File: src/rtl/vdp_arb_pkg.sv
// Shared types and constants for the VDP VRAM slot arbiter.
package vdp_arb_pkg;

  // Slot owner, registered at the end of the arbitration cycle.
  typedef enum logic [1:0] {
    OWN_NONE = 2'd0,
    OWN_DISP = 2'd1,
    OWN_CPU  = 2'd2,
    OWN_CMD  = 2'd3
  } owner_t;

  // Phase numbers within the 4-cycle access slot.
  localparam logic [1:0] PH_ARB   = 2'd0;  // requests sampled, winner chosen
  localparam logic [1:0] PH_WE0   = 2'd1;  // address/data on the bus, first write cycle
  localparam logic [1:0] PH_LATCH = 2'd2;  // read data captured at the end of this cycle
  localparam logic [1:0] PH_ACK   = 2'd3;  // owner's ACK pulse

  // VRAM address width (128 KiB).
  localparam int VRAM_AW = 17;

endpackage

File: src/rtl/vdp_arb_select.sv
// Slot winner selection: display first, then round-robin between CPU and
// the command engine. The command engine is only eligible while paced on.
module vdp_arb_select
  import vdp_arb_pkg::*;
(
  input  logic   disp_req,
  input  logic   cpu_req,
  input  logic   cmd_req,
  input  logic   cmd_active,
  input  logic   last_cmd,   // 1 = previous CPU/CMD grant went to CMD
  output owner_t winner
);

  logic cmd_ok;

  assign cmd_ok = cmd_req & cmd_active;

  // Priority with round-robin tie break between CPU and CMD.
  always_comb begin
    winner = OWN_NONE;
    if (disp_req) begin
      winner = OWN_DISP;
    end else if (cpu_req && cmd_ok) begin
      winner = last_cmd ? OWN_CPU : OWN_CMD;
    end else if (cpu_req) begin
      winner = OWN_CPU;
    end else if (cmd_ok) begin
      winner = OWN_CMD;
    end
  end

endmodule

File: src/rtl/vdp_vram_arbiter.sv
// Slot-based VRAM arbiter: one 8-bit access every four CLK21M cycles,
// shared between display fetch, CPU port and command engine.
module vdp_vram_arbiter
  import vdp_arb_pkg::*;
(
  input  logic               CLK21M,
  input  logic               RESET,
  input  logic               DISP_REQ,
  input  logic [VRAM_AW-1:0] DISP_ADDR,
  output logic               DISP_ACK,
  output logic [7:0]         DISP_DATA,
  input  logic               CPU_REQ,
  input  logic               CPU_WE,
  input  logic [VRAM_AW-1:0] CPU_ADDR,
  input  logic [7:0]         CPU_WDATA,
  output logic               CPU_ACK,
  output logic [7:0]         CPU_RDATA,
  input  logic               CMD_REQ,
  input  logic               CMD_WE,
  input  logic [VRAM_AW-1:0] CMD_ADDR,
  input  logic [7:0]         CMD_WDATA,
  output logic               CMD_ACK,
  output logic [7:0]         CMD_RDATA,
  input  logic               CMD_ACTIVE,
  output logic [VRAM_AW-1:0] VRAM_ADDR,
  output logic               VRAM_WE,
  output logic [7:0]         VRAM_DOUT,
  input  logic [7:0]         VRAM_DIN
);

  logic [1:0]         phase_reg;
  owner_t             owner_reg;
  owner_t             winner;
  logic               last_cmd_reg;
  logic               we_sel_reg;
  logic [VRAM_AW-1:0] vram_addr_reg;
  logic [7:0]         vram_dout_reg;
  logic               vram_we_reg;
  logic               disp_ack_reg;
  logic               cpu_ack_reg;
  logic               cmd_ack_reg;
  logic [7:0]         disp_data_reg;
  logic [7:0]         cpu_rdata_reg;
  logic [7:0]         cmd_rdata_reg;

  vdp_arb_select u_select (
    .disp_req   (DISP_REQ),
    .cpu_req    (CPU_REQ),
    .cmd_req    (CMD_REQ),
    .cmd_active (CMD_ACTIVE),
    .last_cmd   (last_cmd_reg),
    .winner     (winner)
  );

  // Free-running slot phase; reset restarts the slot at the arbitration cycle.
  always_ff @(posedge CLK21M) begin
    if (RESET) begin
      phase_reg <= PH_ARB;
    end else begin
      phase_reg <= phase_reg + 2'd1;
    end
  end

  // Owner register, round-robin state and VRAM bus drive.
  always_ff @(posedge CLK21M) begin
    if (RESET) begin
      owner_reg     <= OWN_NONE;
      last_cmd_reg  <= 1'b1;  // first CPU/CMD tie goes to CPU
      we_sel_reg    <= 1'b0;
      vram_addr_reg <= '0;
      vram_dout_reg <= '0;
      vram_we_reg   <= 1'b0;
    end else begin
      case (phase_reg)
        PH_ARB: begin
          owner_reg <= winner;
          case (winner)
            OWN_DISP: begin
              vram_addr_reg <= DISP_ADDR;
              we_sel_reg    <= 1'b0;
            end
            OWN_CPU: begin
              vram_addr_reg <= CPU_ADDR;
              vram_dout_reg <= CPU_WDATA;
              we_sel_reg    <= CPU_WE;
              vram_we_reg   <= CPU_WE;
              last_cmd_reg  <= 1'b0;
            end
            OWN_CMD: begin
              vram_addr_reg <= CMD_ADDR;
              vram_dout_reg <= CMD_WDATA;
              we_sel_reg    <= CMD_WE;
              vram_we_reg   <= CMD_WE;
              last_cmd_reg  <= 1'b1;
            end
            default: begin
              // Idle slot: bus address and data keep their previous values.
              we_sel_reg <= 1'b0;
            end
          endcase
        end
        PH_LATCH: begin
          // Write strobe covers phases 1 and 2 only.
          vram_we_reg <= 1'b0;
        end
        PH_ACK: begin
          owner_reg <= OWN_NONE;
        end
        default: begin
        end
      endcase
    end
  end

  // Read data capture and one-cycle ACK pulse in the final phase.
  always_ff @(posedge CLK21M) begin
    if (RESET) begin
      disp_ack_reg  <= 1'b0;
      cpu_ack_reg   <= 1'b0;
      cmd_ack_reg   <= 1'b0;
      disp_data_reg <= '0;
      cpu_rdata_reg <= '0;
      cmd_rdata_reg <= '0;
    end else begin
      disp_ack_reg <= 1'b0;
      cpu_ack_reg  <= 1'b0;
      cmd_ack_reg  <= 1'b0;
      if (phase_reg == PH_LATCH) begin
        case (owner_reg)
          OWN_DISP: begin
            disp_ack_reg  <= 1'b1;
            disp_data_reg <= VRAM_DIN;
          end
          OWN_CPU: begin
            cpu_ack_reg <= 1'b1;
            if (!we_sel_reg) cpu_rdata_reg <= VRAM_DIN;
          end
          OWN_CMD: begin
            cmd_ack_reg <= 1'b1;
            if (!we_sel_reg) cmd_rdata_reg <= VRAM_DIN;
          end
          default: begin
          end
        endcase
      end
    end
  end

  assign VRAM_ADDR = vram_addr_reg;
  assign VRAM_DOUT = vram_dout_reg;
  assign VRAM_WE   = vram_we_reg;
  assign DISP_ACK  = disp_ack_reg;
  assign CPU_ACK   = cpu_ack_reg;
  assign CMD_ACK   = cmd_ack_reg;
  assign DISP_DATA = disp_data_reg;
  assign CPU_RDATA = cpu_rdata_reg;
  assign CMD_RDATA = cmd_rdata_reg;

endmodule

File: config.mk
export PLATFORM = sky130hd
export DESIGN_NAME = vdp_vram_arbiter
export DESIGN_NICKNAME = d
export VERILOG_FILES = /design/src/rtl/vdp_arb_pkg.sv /design/src/rtl/vdp_arb_select.sv /design/src/rtl/vdp_vram_arbiter.sv
export SDC_FILE = /design/constraint.sdc
export NUM_CORES = 1
export LEC_CHECK = 0
export CAP_MARGIN = 5
export CORE_ASPECT_RATIO = 0.75
export CORE_MARGIN = 8
export CORE_UTILIZATION = 41
export DETAILED_ROUTE_END_ITERATION = 16
export PLACE_DENSITY = 0.82
export SETUP_SLACK_MARGIN = 0.05
export SYNTH_ARGS = -nofsm -noshare
export SYNTH_HDL_FRONTEND = slang
export SYNTH_SLANG_ARGS = --single-unit
File: constraint.sdc
create_clock -name CLK21M -period 2.93 [get_ports CLK21M]
set_input_delay 0.586 -clock CLK21M [delete_from_list [all_inputs] [get_ports CLK21M]]
set_output_delay 0.586 -clock CLK21M [all_outputs]
set_load 0.03 [all_outputs]
==> impl_metrics.yaml <==
clock_tree:
  cts_sinks: 59
  clock_latency_ps: 330
  cts_root_buf: "clkbuf_8"
  cts_tree: "yes"
  cts-resized-gates: 0
  cts_inserted_buffers: 9
  clkTransAtPathRegs_ps: 60
  clk_path_buf_depth: 2
  hold_buffers: 0
  h-tree-depth: 3
  post_cts.repair.setup_buffers: 0
yosys:
  ys_types: 34
  yosys.area.top_type_share: 0.482
  synth_seq_cells: 59
  seq_area_frac_synth: 0.482
  yosys_warnings: 0
  syn_area_um2: 2450
  post-synth-top-area-cell: "dfxtp_1"
  syn_area_per_cell_um2: 9.04
  syn_inst: 271
  syn_nets: 357
  synth_edf_count: 0
  yosys-top-cells-area: "dfxtp_1 48%, nand2_1 8.1%, a222oi_1 6.5%"
  synthArstFlopShare: 0
  synth_ff_type: "dfxtp_1"
layout:
  mostFrequentLayoutCells: "134 x clkdlybuf4s50_1, 59 x dfxtp_1, 53 x nand2_1, 38 x nor2_1, 18 x a21oi_1"
  syn_to_final_growth_pct: 64.1
  drive_gt1_frac: 0.0617
  fillCellCount: 475
  antenna_cells: 0
  largest_reg_flops: 17
  multi_input_area_um2: 1140
  seq_area_um2: 1180
  layout_commonest_cell: "clkdlybuf4s50_1"
  nets: 487
critical_path:
  end_kind: "flip-flop"
  required_ps: 3090
  reg2reg_slack_ps: 1250
  path_max_fanout: 18
  start_kind: "primary input"
  reg2reg_from: "phase_reg[0]"
  worstPathArrival_ps: 2340
  critPathKind: "primary input to flip-flop"
  ff2ff_path_depth: 6
  regToRegEndpoint: "CPU_RDATA[2]"
global_route:
  overflow: 0
  grt_max_degree: 61
  grtUsageTotal: 0.188
  antenna_found_initial: 0
  grt_pass1_wl_um: 13300
  grt_pass1_vias: 2595
timing:
  worst_slew_pin_slew_ps: 1120
  finalCriticalPeriod_ps: 2180
  worst_hold_slack_ps: 452
  skew_ps: 6.44
  rsz0062_at_grt: "false"
  finalCritPeriodShare: 0.744
  relSlewSlack: 0.256
  finalHoldViolations: 0
  finalWorstSetupSlack_ps: 751
  max_freq_mhz: 459
  tns_ps: 0
  maxSlewViolCount: 0
  finalSetupViolations: 0
power:
  vdd_drop_max_mv: 0.260
  fin_total_pwr_uw: 2070
  p_leak_uw: 0.00150
  powerDensity_nw_per_um2: 515
drt:
  vias_per_cell: 5.24
  wire_per_inst_um: 17.2
  wl_um: 8310
  dr.pass1.iters: 6
  antenna_left: 0
  drc_errors: 0
  vias: 2530
  first_iter_violations: 200
hold_path:
  hp-class: "flip-flop to flip-flop"
  hp-start: "phase_reg[0]"
  holdPathStages: 1
  min_to: "phase_reg[0]"
placement:
  hpwl_um: 6170
  io_buffers: 135
  place.gp.congestion: 0.792
  dp_slack_ps: 451
die:
  fp.dieW_um: 105
  dieArea_um2: 8730
  die_y_um: 83.0
  io_pins: 136
  core_area_um2: 5800
  start_util: 0.423
  num_rows: 24
job:
  cap_violations: 0
run_status:
  status: "complete, no violations"
[metal layers]
layer | global-route usage | part of all wire | vias up
met2 | 0.315 | 0.50 | 109
met5 | 0 | 0 | -
met3 | 0.0826 | 0.091 | 9
met1 | 0.207 | 0.39 | 1165
met4 | 0.0620 | 0.015 | 0
li1 | - | - | 1247
[stage by stage]
step / util / instances / cell area (um2)
after global routing: 0.694 / 483 / 4020
final: 0.694 / 483 / 4020
after floorplan: - / 271 / 2450
after CTS: 0.694 / 483 / 4020
after global placement: 0.660 / 468 / 3830
after detailed placement: 0.660 / 468 / 3830
[cell families (layout without fill, tap and decap cells)]
group	Yosys count	after routing	share of synthesized area
flip-flops	59	59	0.482
AO/OA/AOI/OAI	68	68	0.214
multiplexers	9	9	0.0368
AND/OR/NAND/NOR	108	108	0.199
buffers and inverters	24	158	0.0526
adder cells (fa/ha/maj)	3	3	0.0153
[power by group]
part / switching [uW] / internal (uW) / leakage [uW]
registers: 29.8 / 852 / 0.000482
clock network: 293 / 434 / 0.0000995
logic: 228 / 233 / 0.000917
[worst max path at each step]
stage               startpoint       endpoint  slack [ps]  cells after the start
finish                DISP_REQ   VRAM_ADDR[2]         750                      5
global route          DISP_REQ  VRAM_ADDR[15]         680                      5
CTS                   DISP_REQ   VRAM_ADDR[2]         800                      5
detailed placement    DISP_REQ  VRAM_ADDR[15]         450                      5
global placement      DISP_REQ   VRAM_ADDR[6]         530                      5
floorplan             DISP_REQ  VRAM_ADDR[10]        1230                      7
[Yosys cell counts (2+ instances only)]
library cell and instances:
or3_1 2, nor3b_4 2, a22oi_1 2, a211oi_1 17
ha_1 3, buf_2 4, dfxtp_1 59, nor2b_1 2
a222oi_1 16, buf_6 4, nor2_1 38, inv_1 3
a21oi_1 18, mux2i_1 9, nor3_1 2, clkbuf_1 12
a311oi_1 9, nand2_1 53
[worst max-delay path, cell delays in order]
cell	delay (ps)
clkdlybuf4s50_1	670
inv_1	150
o211a_1	400
a222oi_1	410
a211oi_1	120
[area by class of cell]
cell class,count,area share
Clock buffer,13,0.0395
Clock inverter,2,0.00871
Inverter,3,0.00280
Multi-Input combinational cell,188,0.284
Sequential cell,59,0.294
Tap cell,78,0.0243
Timing Repair Buffer,140,0.347
No activity file was read; power rests on OpenSTA's default activity.
